==> src/rtl/orde_resp_arb.sv <==
// Round-robin arbiter feeding the ordering-buffer write port from NUM_REQ response sources.
// One-entry full-throughput output register; per-owner burst lock of up to MAX_BURST beats.
module orde_resp_arb #(
  parameter int NUM_REQ   = 4,
  parameter int MAX_BURST = 4,
  parameter int DATA_W    = 32,
  parameter int RD_W      = 2
) (
  input  logic                              clk,
  input  logic                              rst,
  input  logic [NUM_REQ-1:0]                req_valid,
  input  logic [NUM_REQ-1:0][DATA_W-1:0]    req_pkt,
  input  logic [NUM_REQ-1:0][RD_W-1:0]      req_rd_type,
  output logic [NUM_REQ-1:0]                req_ready,
  input  logic                              orde_rdy,
  output logic [DATA_W-1:0]                 out_pkt,
  output logic [RD_W-1:0]                   out_rd_type,
  output logic [$clog2(NUM_REQ)-1:0]        out_ch_addr,
  output logic                              out_valid,
  output logic [31:0]                       xfer_cnt
);

  localparam int CH_W  = $clog2(NUM_REQ);
  localparam int CNT_W = $clog2(MAX_BURST) + 1;
  localparam logic [CNT_W-1:0] CNT_LAST = CNT_W'(MAX_BURST - 1);
  localparam logic [CH_W-1:0]  CH_MAX   = CH_W'(NUM_REQ - 1);

  typedef enum logic {S_IDLE, S_BURST} state_t;

  state_t              r_state, w_state_nxt;
  logic [CH_W-1:0]     r_owner, r_rr_ptr;
  logic [CNT_W-1:0]    r_burst_cnt;
  logic [DATA_W-1:0]   r_out_pkt;
  logic [RD_W-1:0]     r_out_rd_type;
  logic [CH_W-1:0]     r_out_ch;
  logic                r_out_valid;
  logic [31:0]         r_xfer_cnt;

  logic [NUM_REQ-1:0]  w_grant;
  logic [CH_W-1:0]     w_gnt_idx;
  logic                w_any;
  logic                w_lock;
  logic                w_load_en;
  logic                w_xfer;

  assign w_load_en = !r_out_valid || orde_rdy;
  assign w_xfer    = w_load_en && w_any;
  assign w_lock    = (r_state == S_BURST) && req_valid[r_owner] && (r_burst_cnt < CNT_LAST);

  // FSM state register
  always_ff @(posedge clk or posedge rst) begin
    if (rst) r_state <= S_IDLE;
    else     r_state <= w_state_nxt;
  end

  // FSM next state; the burst lock releases as soon as the last locked beat is granted
  always_comb begin
    w_state_nxt = r_state;
    if (w_xfer) begin
      if (r_state == S_IDLE)
        w_state_nxt = (MAX_BURST > 1) ? S_BURST : S_IDLE;
      else if (w_lock && (r_burst_cnt + CNT_W'(1) == CNT_LAST))
        w_state_nxt = S_IDLE;
      else
        w_state_nxt = S_BURST;
    end else if (w_load_en && (r_state == S_BURST)) begin
      w_state_nxt = S_IDLE;
    end
  end

  // FSM outputs: one-hot grant, burst owner first, else round-robin from r_rr_ptr
  always_comb begin
    int idx;
    idx       = 0;
    w_grant   = '0;
    w_gnt_idx = '0;
    w_any     = 1'b0;
    if (w_lock) begin
      w_grant[r_owner] = 1'b1;
      w_gnt_idx        = r_owner;
      w_any            = 1'b1;
    end else begin
      for (int k = 0; k < NUM_REQ; k++) begin
        idx = int'(r_rr_ptr) + k;
        if (idx >= NUM_REQ) idx = idx - NUM_REQ;
        if (!w_any && req_valid[CH_W'(idx)]) begin
          w_any                = 1'b1;
          w_gnt_idx            = CH_W'(idx);
          w_grant[CH_W'(idx)]  = 1'b1;
        end
      end
    end
  end

  assign req_ready = w_load_en ? w_grant : '0;

  always_ff @(posedge clk or posedge rst) begin
    if (rst) begin
      r_owner     <= '0;
      r_rr_ptr    <= '0;
      r_burst_cnt <= '0;
    end else if (w_xfer) begin
      if (w_lock) begin
        r_burst_cnt <= r_burst_cnt + CNT_W'(1);
      end else begin
        r_owner     <= w_gnt_idx;
        r_burst_cnt <= '0;
        r_rr_ptr    <= (w_gnt_idx == CH_MAX) ? '0 : w_gnt_idx + CH_W'(1);
      end
    end
  end

  // Output register stage: loads whenever empty or draining this cycle
  always_ff @(posedge clk or posedge rst) begin
    if (rst) begin
      r_out_valid   <= 1'b0;
      r_out_pkt     <= '0;
      r_out_rd_type <= '0;
      r_out_ch      <= '0;
      r_xfer_cnt    <= '0;
    end else if (w_load_en) begin
      r_out_valid <= w_any;
      if (w_any) begin
        r_out_pkt     <= req_pkt[w_gnt_idx];
        r_out_rd_type <= req_rd_type[w_gnt_idx];
        r_out_ch      <= w_gnt_idx;
        r_xfer_cnt    <= r_xfer_cnt + 32'd1;
      end
    end
  end

  assign out_valid   = r_out_valid;
  assign out_pkt     = r_out_pkt;
  assign out_rd_type = r_out_rd_type;
  assign out_ch_addr = r_out_ch;
  assign xfer_cnt    = r_xfer_cnt;

endmodule

==> config.mk <==
export PLATFORM = sky130hd
export DESIGN_NAME = orde_resp_arb
export DESIGN_NICKNAME = d
export VERILOG_FILES = /design/src/rtl/orde_resp_arb.sv
export SDC_FILE = /design/constraint.sdc
export NUM_CORES = 1
export LEC_CHECK = 0
export ABC_CLOCK_PERIOD_IN_PS = 4000
export CORE_MARGIN = 5
export CORE_UTILIZATION = 43
export DETAILED_ROUTE_END_ITERATION = 8
export PLACE_DENSITY = 0.91
export SLEW_MARGIN = 15
export SYNTH_ARGS = -nofsm -noshare
export SYNTH_HDL_FRONTEND = slang
export SYNTH_SLANG_ARGS = --single-unit
export TNS_END_PERCENT = 20
==> constraint.sdc <==
create_clock -name clk -period 4 [get_ports clk]
set_input_delay 0.6 -clock clk [delete_from_list [all_inputs] [get_ports clk]]
set_output_delay 0.6 -clock clk [all_outputs]
set_load 0.01 [all_outputs]
==> reports/qor.txt, run 1 <==
Synth Register Bits - 77
Synth Area per Inst - 10.2 um^2
NetSw - 2.54 mW
Hold Path Sink - out_ch_addr[0]$_DFFE_PP0P_
Cell Area, Synth - 4890 um^2
drt via density - 5.71
share of the synthesized area in the top cell type - 39.4%
Min Hold Slack - 0.480 ns
GRT Total Usage - 23.4%
initial antenna violation count - 0
Slew Limit Fails - 0
core area - 11300 um^2
DR vias - 4809
DR iter-0 viols - 412
crit path launch type - primary input
synthesized instance count - 481
num rows - 39
CP required - 3.40 ns
Setup Fix Bufs, Post-CTS - 0
CTS clk-pin slew, worst paths - 0.06 ns
share of layout cells above drive strength 1 - 12.4%
Seq/Total Area, Yosys - 39.4%
CP Class - primary input to primary output
fill count - 843
crit end category - primary output
Layout area overhead - 53.2%
total die area - 13600 um^2
hold_sp - out_ch_addr[0]$_DFFE_PP0P_
Peak VDD IR - 0.555 mV
Buffers on Ports - 215
Root Buffer - clkbuf_16
vias in the first global route - 4944
Worst Clk Skew - 0.00716 ns
Main synth FF type - dfrtp_1
global-route wire length before repair - 25.0 mm
TritonRoute pass-1 iters - 4
DRC - 0
Num Clock Sinks - 77
CP max FO - 9
Arr. time, crit path - 3.23 ns
Slew @ Worst Pin - 0.836 ns
switching share of power - 44.0%
count leader, synth - dfrtp_1
max-slew headroom at the worst pin - 44.0%
total power divided by cell area - 770 nW/um^2
post-synthesis cell type count - 51
Final min period - 3.83 ns
DRT antenna net count - 0
cts hold-fix bufs - 0
largest net degree at the start of global routing - 66
H-tree levels - 3
sequential share of power - 22.0%
ys async rst share - 100%
Comb power frac - 64.8%
routability cong. - 1.01
R2R Path Start - r_rr_ptr[0]$_DFFE_PP0P_
cell depth of the worst hold path - 2
Leakage - 2.96 nW
Clk network pwr share - 13.2%
period utilisation layout - 95.8%
CTS tree - built
Max Cap Viol - 0
clk_lat worst skew - 0.33 ns
post_cts resized - 0
r2r setup slk - 0.86 ns
IO Pins - 216
Sum Neg Setup Slack - 0 ns
die width - 117 um
final WL - 16.7 mm
routed len/inst - 19.9 um
status - completed
deepest clock path buffer count - 2
die height - 117 um
top cells by area, synth - dfrtp_1, a2111oi_2, nor3_1
Synth top cells by count - dfrtp_1, nor3_1, nor2_1
worst min path class - register to register
final-stage net count - 848
diode count - 0
fmax - 261 MHz
final-report hold violation count - 0
Post-DP HPWL - 12.4 mm
synth warn - 0
internal power - 3.23 mW
Post-synth EDFFs - 0
worst reg-to-reg path cell count - 9
RSZ-0062 raised after global routing - false
post-synthesis net count - 635
r2r endpoint - out_pkt[30]$_DFFE_PP0P_
final setup fails - 0
grt total ovfl - 0
Yosys top cell by area - dfrtp_1
Starting Density - 43.4%
total CTS buffers - 9
-- registers in the layout, indices dropped and copies added (netlist names) --
name and cells:
out_ch_addr 2, out_pkt 32, out_rd_type 2, out_valid 1
r_burst_cnt 3, r_owner 2, r_rr_ptr 2, r_state 1
xfer_cnt 32
-- logic make-up after synthesis --
kind of cell	Yosys count	share of synthesized area [%]
AOI/OAI and AO/OA	75	16.6
xor gates and xnor gates	32	5.73
adders and majority gates	11	2.81
buffers and inverters	40	5.19
DFF	77	39.4
muxes	43	10.2
and+or+nand+nor	203	20.2
-- final cells by class --
cell class	count	area, um^2	area share (%)
inverter	7	28.8	0.384
tap	143	179	2.39
clock buffer	11	243	3.24
sequential	77	1930	25.7
multi-input combinational	364	2740	36.6
timing repair buffer	235	2340	31.2
clock inverter	5	35.0	0.467
-- worst max path at each step --
stage | start | end | slack, ns | cells past startpoint
2_1_floorplan | r_rr_ptr[0]$_DFFE_PP0P_ | req_ready[3] | 0.97 | 8
3_3_place_gp | req_valid[1] | req_ready[1] | 0.28 | 8
3_5_place_dp | req_valid[1] | req_ready[1] | 0.18 | 8
4_1_cts | req_valid[1] | req_ready[1] | 0.18 | 8
5_1_grt | req_valid[1] | req_ready[1] | 0.03 | 8
6_report | req_valid[1] | req_ready[1] | 0.17 | 8
-- per-stage QoR --
step           power, mW  cell area (um^2)  utilization [%]  cells  worst slack, ns
4_1_cts             5.78              7460             66.2    838            0.180
5_1_grt             6.12              7490             66.5    842           0.0320
2_1_floorplan       3.74              4890                -    481            0.969
3_3_place_gp        4.85              7190             63.7    822            0.278
6_report            5.77              7490             66.5    842            0.169
3_5_place_dp        4.99              7190             63.7    822            0.179
-- critical path: stages --
cell and delay (ns):
clkdlybuf4s50_1 0.53, mux4_2 0.62, nand3b_1 0.21, a21o_1 0.19
a21oi_1 0.16, a211oi_1 0.06, nor3_1 0.27, clkdlybuf4s50_1 0.59
-- power groups by stage --
| stage | Clock, mW | Sequential, mW | Combinational [mW] |
|---|---|---|---|
| final | 0.764 | 1.27 | 3.74 |
| after global routing | 0.809 | 1.30 | 4.02 |
| after CTS | 0.775 | 1.26 | 3.74 |
| after detailed placement | 0 | 1.27 | 3.72 |
| after global placement | 0 | 1.25 | 3.60 |
| after floorplan | 0 | 1.34 | 2.40 |
-- per-layer routing --
layer,vias to the layer above,wire length [um],GRT usage [%]
li1,2201,-,-
met1,2356,6460,28.1
met2,219,8320,40.9
met3,33,1540,6.01
met4,0,403,7.80
met5,-,0,0
-- placed cells by master (no fill, tap or decap), types with 11 or more instances in the layout --
| cell | n |
|---|---|
| nand4_1 | 13 |
| nand3_1 | 15 |
| nand2_1 | 31 |
| dfrtp_1 | 77 |
| xnor2_1 | 26 |
| a2111oi_2 | 30 |
| nor3_1 | 74 |
| buf_4 | 17 |
| mux2i_1 | 35 |
| ha_1 | 11 |
| clkdlybuf4s50_1 | 215 |
| nor2_1 | 47 |
Power figures use the tool's default switching activity.
==> run 2: changes to the inputs <==
CORE_MARGIN = unset   (was 5)
==> run 2 against run 1 <==
  * Sequential share of layout area down 0.14 points
  * Utilization up 2.1 points
  * Register-to-register slack about the same
  * Hold slack worse by 0.0068 ns
  * Largest power group unchanged
  * Final area up 0.53%
  * Global-route usage up 2.3 points
  * Via count down 2.4%
==> reports/qor.txt, run 2 (synthesis gave the netlist of run 1 again) <==
R2R Path Start - r_rr_ptr[1]$_DFFE_PP0P_ (was r_rr_ptr[0]$_DFFE_PP0P_)
final-stage net count - 844 (was 848)
launching element of the worst setup path - req_valid[0] (was req_valid[1])
total die area - 11800 um^2 (was 13600 um^2)
stages on the worst setup path - 7 (was 8)
Final min period - 3.79 ns (was 3.83 ns)
Arr. time, crit path - 3.19 ns (was 3.23 ns)
cts hold-fix bufs - 0 (unchanged)
Cell Area, Placed - 7190 um^2 (about the same)
PnR worst setup slack - 0.213 ns (was 0.169 ns)
die height - 109 um (was 117 um)
post-layout util - 68.6% (was 66.5%)
Starting Density - 44.6% (was 43.4%)
Buffers on Ports - 215 (unchanged)
Worst Clk Skew - 0.00973 ns (was 0.00716 ns)
crit path capture - req_ready[3] (was req_ready[1])
DR vias - 4693 (was 4809)
GRT Total Usage - 25.7% (was 23.4%)
Sum Neg Setup Slack - 0 ns (unchanged)
routability cong. - 0.852 (was 1.01)
crit path launch type - primary input (unchanged)
crit-path cells - clkdlybuf4s50_1, mux4_2, or2_4, nor3_4, a221oi_1, nor3_1, clkdlybuf4s50_1 (was clkdlybuf4s50_1, mux4_2, nand3b_1, a21o_1, a21oi_1, a211oi_1, nor3_1, clkdlybuf4s50_1)
deepest clock path buffer count - 2 (unchanged)
Layout area overhead - 54.0% (was 53.2%)
Sequential Area - 1930 um^2 (unchanged)
most frequent cells in the layout - clkdlybuf4s50_1, dfrtp_1, nor3_1 (unchanged)
Slew @ Worst Pin - 0.865 ns (was 0.836 ns)
num rows - 38 (was 39)
total CTS buffers - 9 (unchanged)
Num Clock Sinks - 77 (unchanged)
diode count - 0 (unchanged)
max-slew headroom at the worst pin - 42.3% (was 44.0%)
commonest non-fill, non-tap cell in the layout - clkdlybuf4s50_1 (unchanged)
global-route wire length before repair - 23.5 mm (was 25.0 mm)
die width - 109 um (was 117 um)
fill count - 834 (was 843)
Non-Filler Instances - 835 (was 842)
most used cell, CP - clkdlybuf4s50_1 (unchanged)
period utilisation layout - 94.7% (was 95.8%)
Leakage - 2.97 nW (was 2.96 nW)
Final Cell Area - 7530 um^2 (was 7490 um^2)
CTS tree - built (unchanged)
Peak VDD IR - 0.444 mV (was 0.555 mV)
crit end category - primary output (unchanged)
clk_lat worst skew - 0.33 ns (about the same)
core area - 11000 um^2 (was 11300 um^2)
vias in the first global route - 4826 (was 4944)
grt total ovfl - 0 (unchanged)
initial antenna violation count - 0 (unchanged)
Setup Fix Bufs, Post-CTS - 0 (unchanged)
DRT antenna net count - 0 (unchanged)
H-tree levels - 3 (unchanged)
CTS clk-pin slew, worst paths - 0.06 ns (about the same)
share of layout cells above drive strength 1 - 11.9% (was 12.4%)
Slew Limit Fails - 0 (unchanged)
Max Cap Viol - 0 (unchanged)
placed insts - 819 (was 822)
worst path bufs/invs - 2 (unchanged)
TritonRoute pass-1 iters - 5 (was 4)
IO Pins - 216 (unchanged)
fmax - 264 MHz (was 261 MHz)
post_cts resized - 0 (unchanged)
Root Buffer - clkbuf_16 (unchanged)
Post-DP HPWL - 11.6 mm (was 12.4 mm)
drt via density - 5.62 (was 5.71)
status - completed (unchanged)
RSZ-0062 raised after global routing - false (unchanged)
CP required - 3.40 ns (about the same)
DR iter-0 viols - 228 (was 412)
area of the multi-input gates - 2740 um^2 (unchanged)
largest net degree at the start of global routing - 57 (was 66)
total power divided by cell area - 782 nW/um^2 (was 770 nW/um^2)
final-report hold violation count - 0 (unchanged)
crit path max-delay cell type - clkdlybuf4s50_1 (was mux4_2)
CP max FO - 9 (unchanged)
final WL - 15.5 mm (was 16.7 mm)
worst min path class - register to register (unchanged)
r2r setup slk - 0.87 ns (was 0.86 ns)
Min Hold Slack - 0.473 ns (was 0.480 ns)
Max stage delay on crit path - 0.56 ns (was 0.62 ns)
Total Power - 5.89 mW (was 5.77 mW)
Place WS - 0.238 ns (was 0.179 ns)
routed len/inst - 18.6 um (was 19.9 um)
r2r endpoint - out_pkt[27]$_DFFE_PP0P_ (was out_pkt[30]$_DFFE_PP0P_)
final setup fails - 0 (unchanged)
Worst path top cell family by delay - buffers and inverters (unchanged)
DRC - 0 (unchanged)
CP Class - primary input to primary output (unchanged)
worst reg-to-reg path cell count - 9 (unchanged)
-- run 2: worst min-delay path by stage --
stage,endpoint,from,slack [ns],cells after the start
5_1_grt,xfer_cnt[31]$_DFFE_PP0P_,xfer_cnt[31]$_DFFE_PP0P_,0.50,1
4_1_cts,xfer_cnt[31]$_DFFE_PP0P_,xfer_cnt[31]$_DFFE_PP0P_,0.48,1
6_report,xfer_cnt[31]$_DFFE_PP0P_,xfer_cnt[31]$_DFFE_PP0P_,0.47,1
2_1_floorplan,r_state$_DFFE_PP0P_,r_state$_DFFE_PP0P_,0.47,1
3_5_place_dp,xfer_cnt[31]$_DFFE_PP0P_,xfer_cnt[31]$_DFFE_PP0P_,0.47,1
3_3_place_gp,out_ch_addr[1]$_DFFE_PP0P_,out_ch_addr[1]$_DFFE_PP0P_,0.47,1
-- run 2: layout make-up --
type	instances	share of cell area [%]
Tap cell	140	2.32
Multi-Input combinational cell	364	36.4
Inverter	7	0.365
Clock inverter	6	1.48
Timing Repair Buffer	231	30.8
Clock buffer	10	3.04
Sequential cell	77	25.6
-- run 2: where the power goes --
part           internal [mW]  switching [mW]  leakage (nW)
clock network          0.610           0.329         0.163
logic                   1.73            1.97          1.87
registers               1.06           0.199         0.931
-- run 2: per-layer routing --
layer	global-route usage [%]	routed length [um]	share of wire (%)	vias up
li1	-	-	-	2196
met1	29.0	6070	39	2277
met2	46.2	7800	50	197
met3	7.41	1360	8.7	23
met4	8.88	289	1.9	0
met5	0	0	0	-
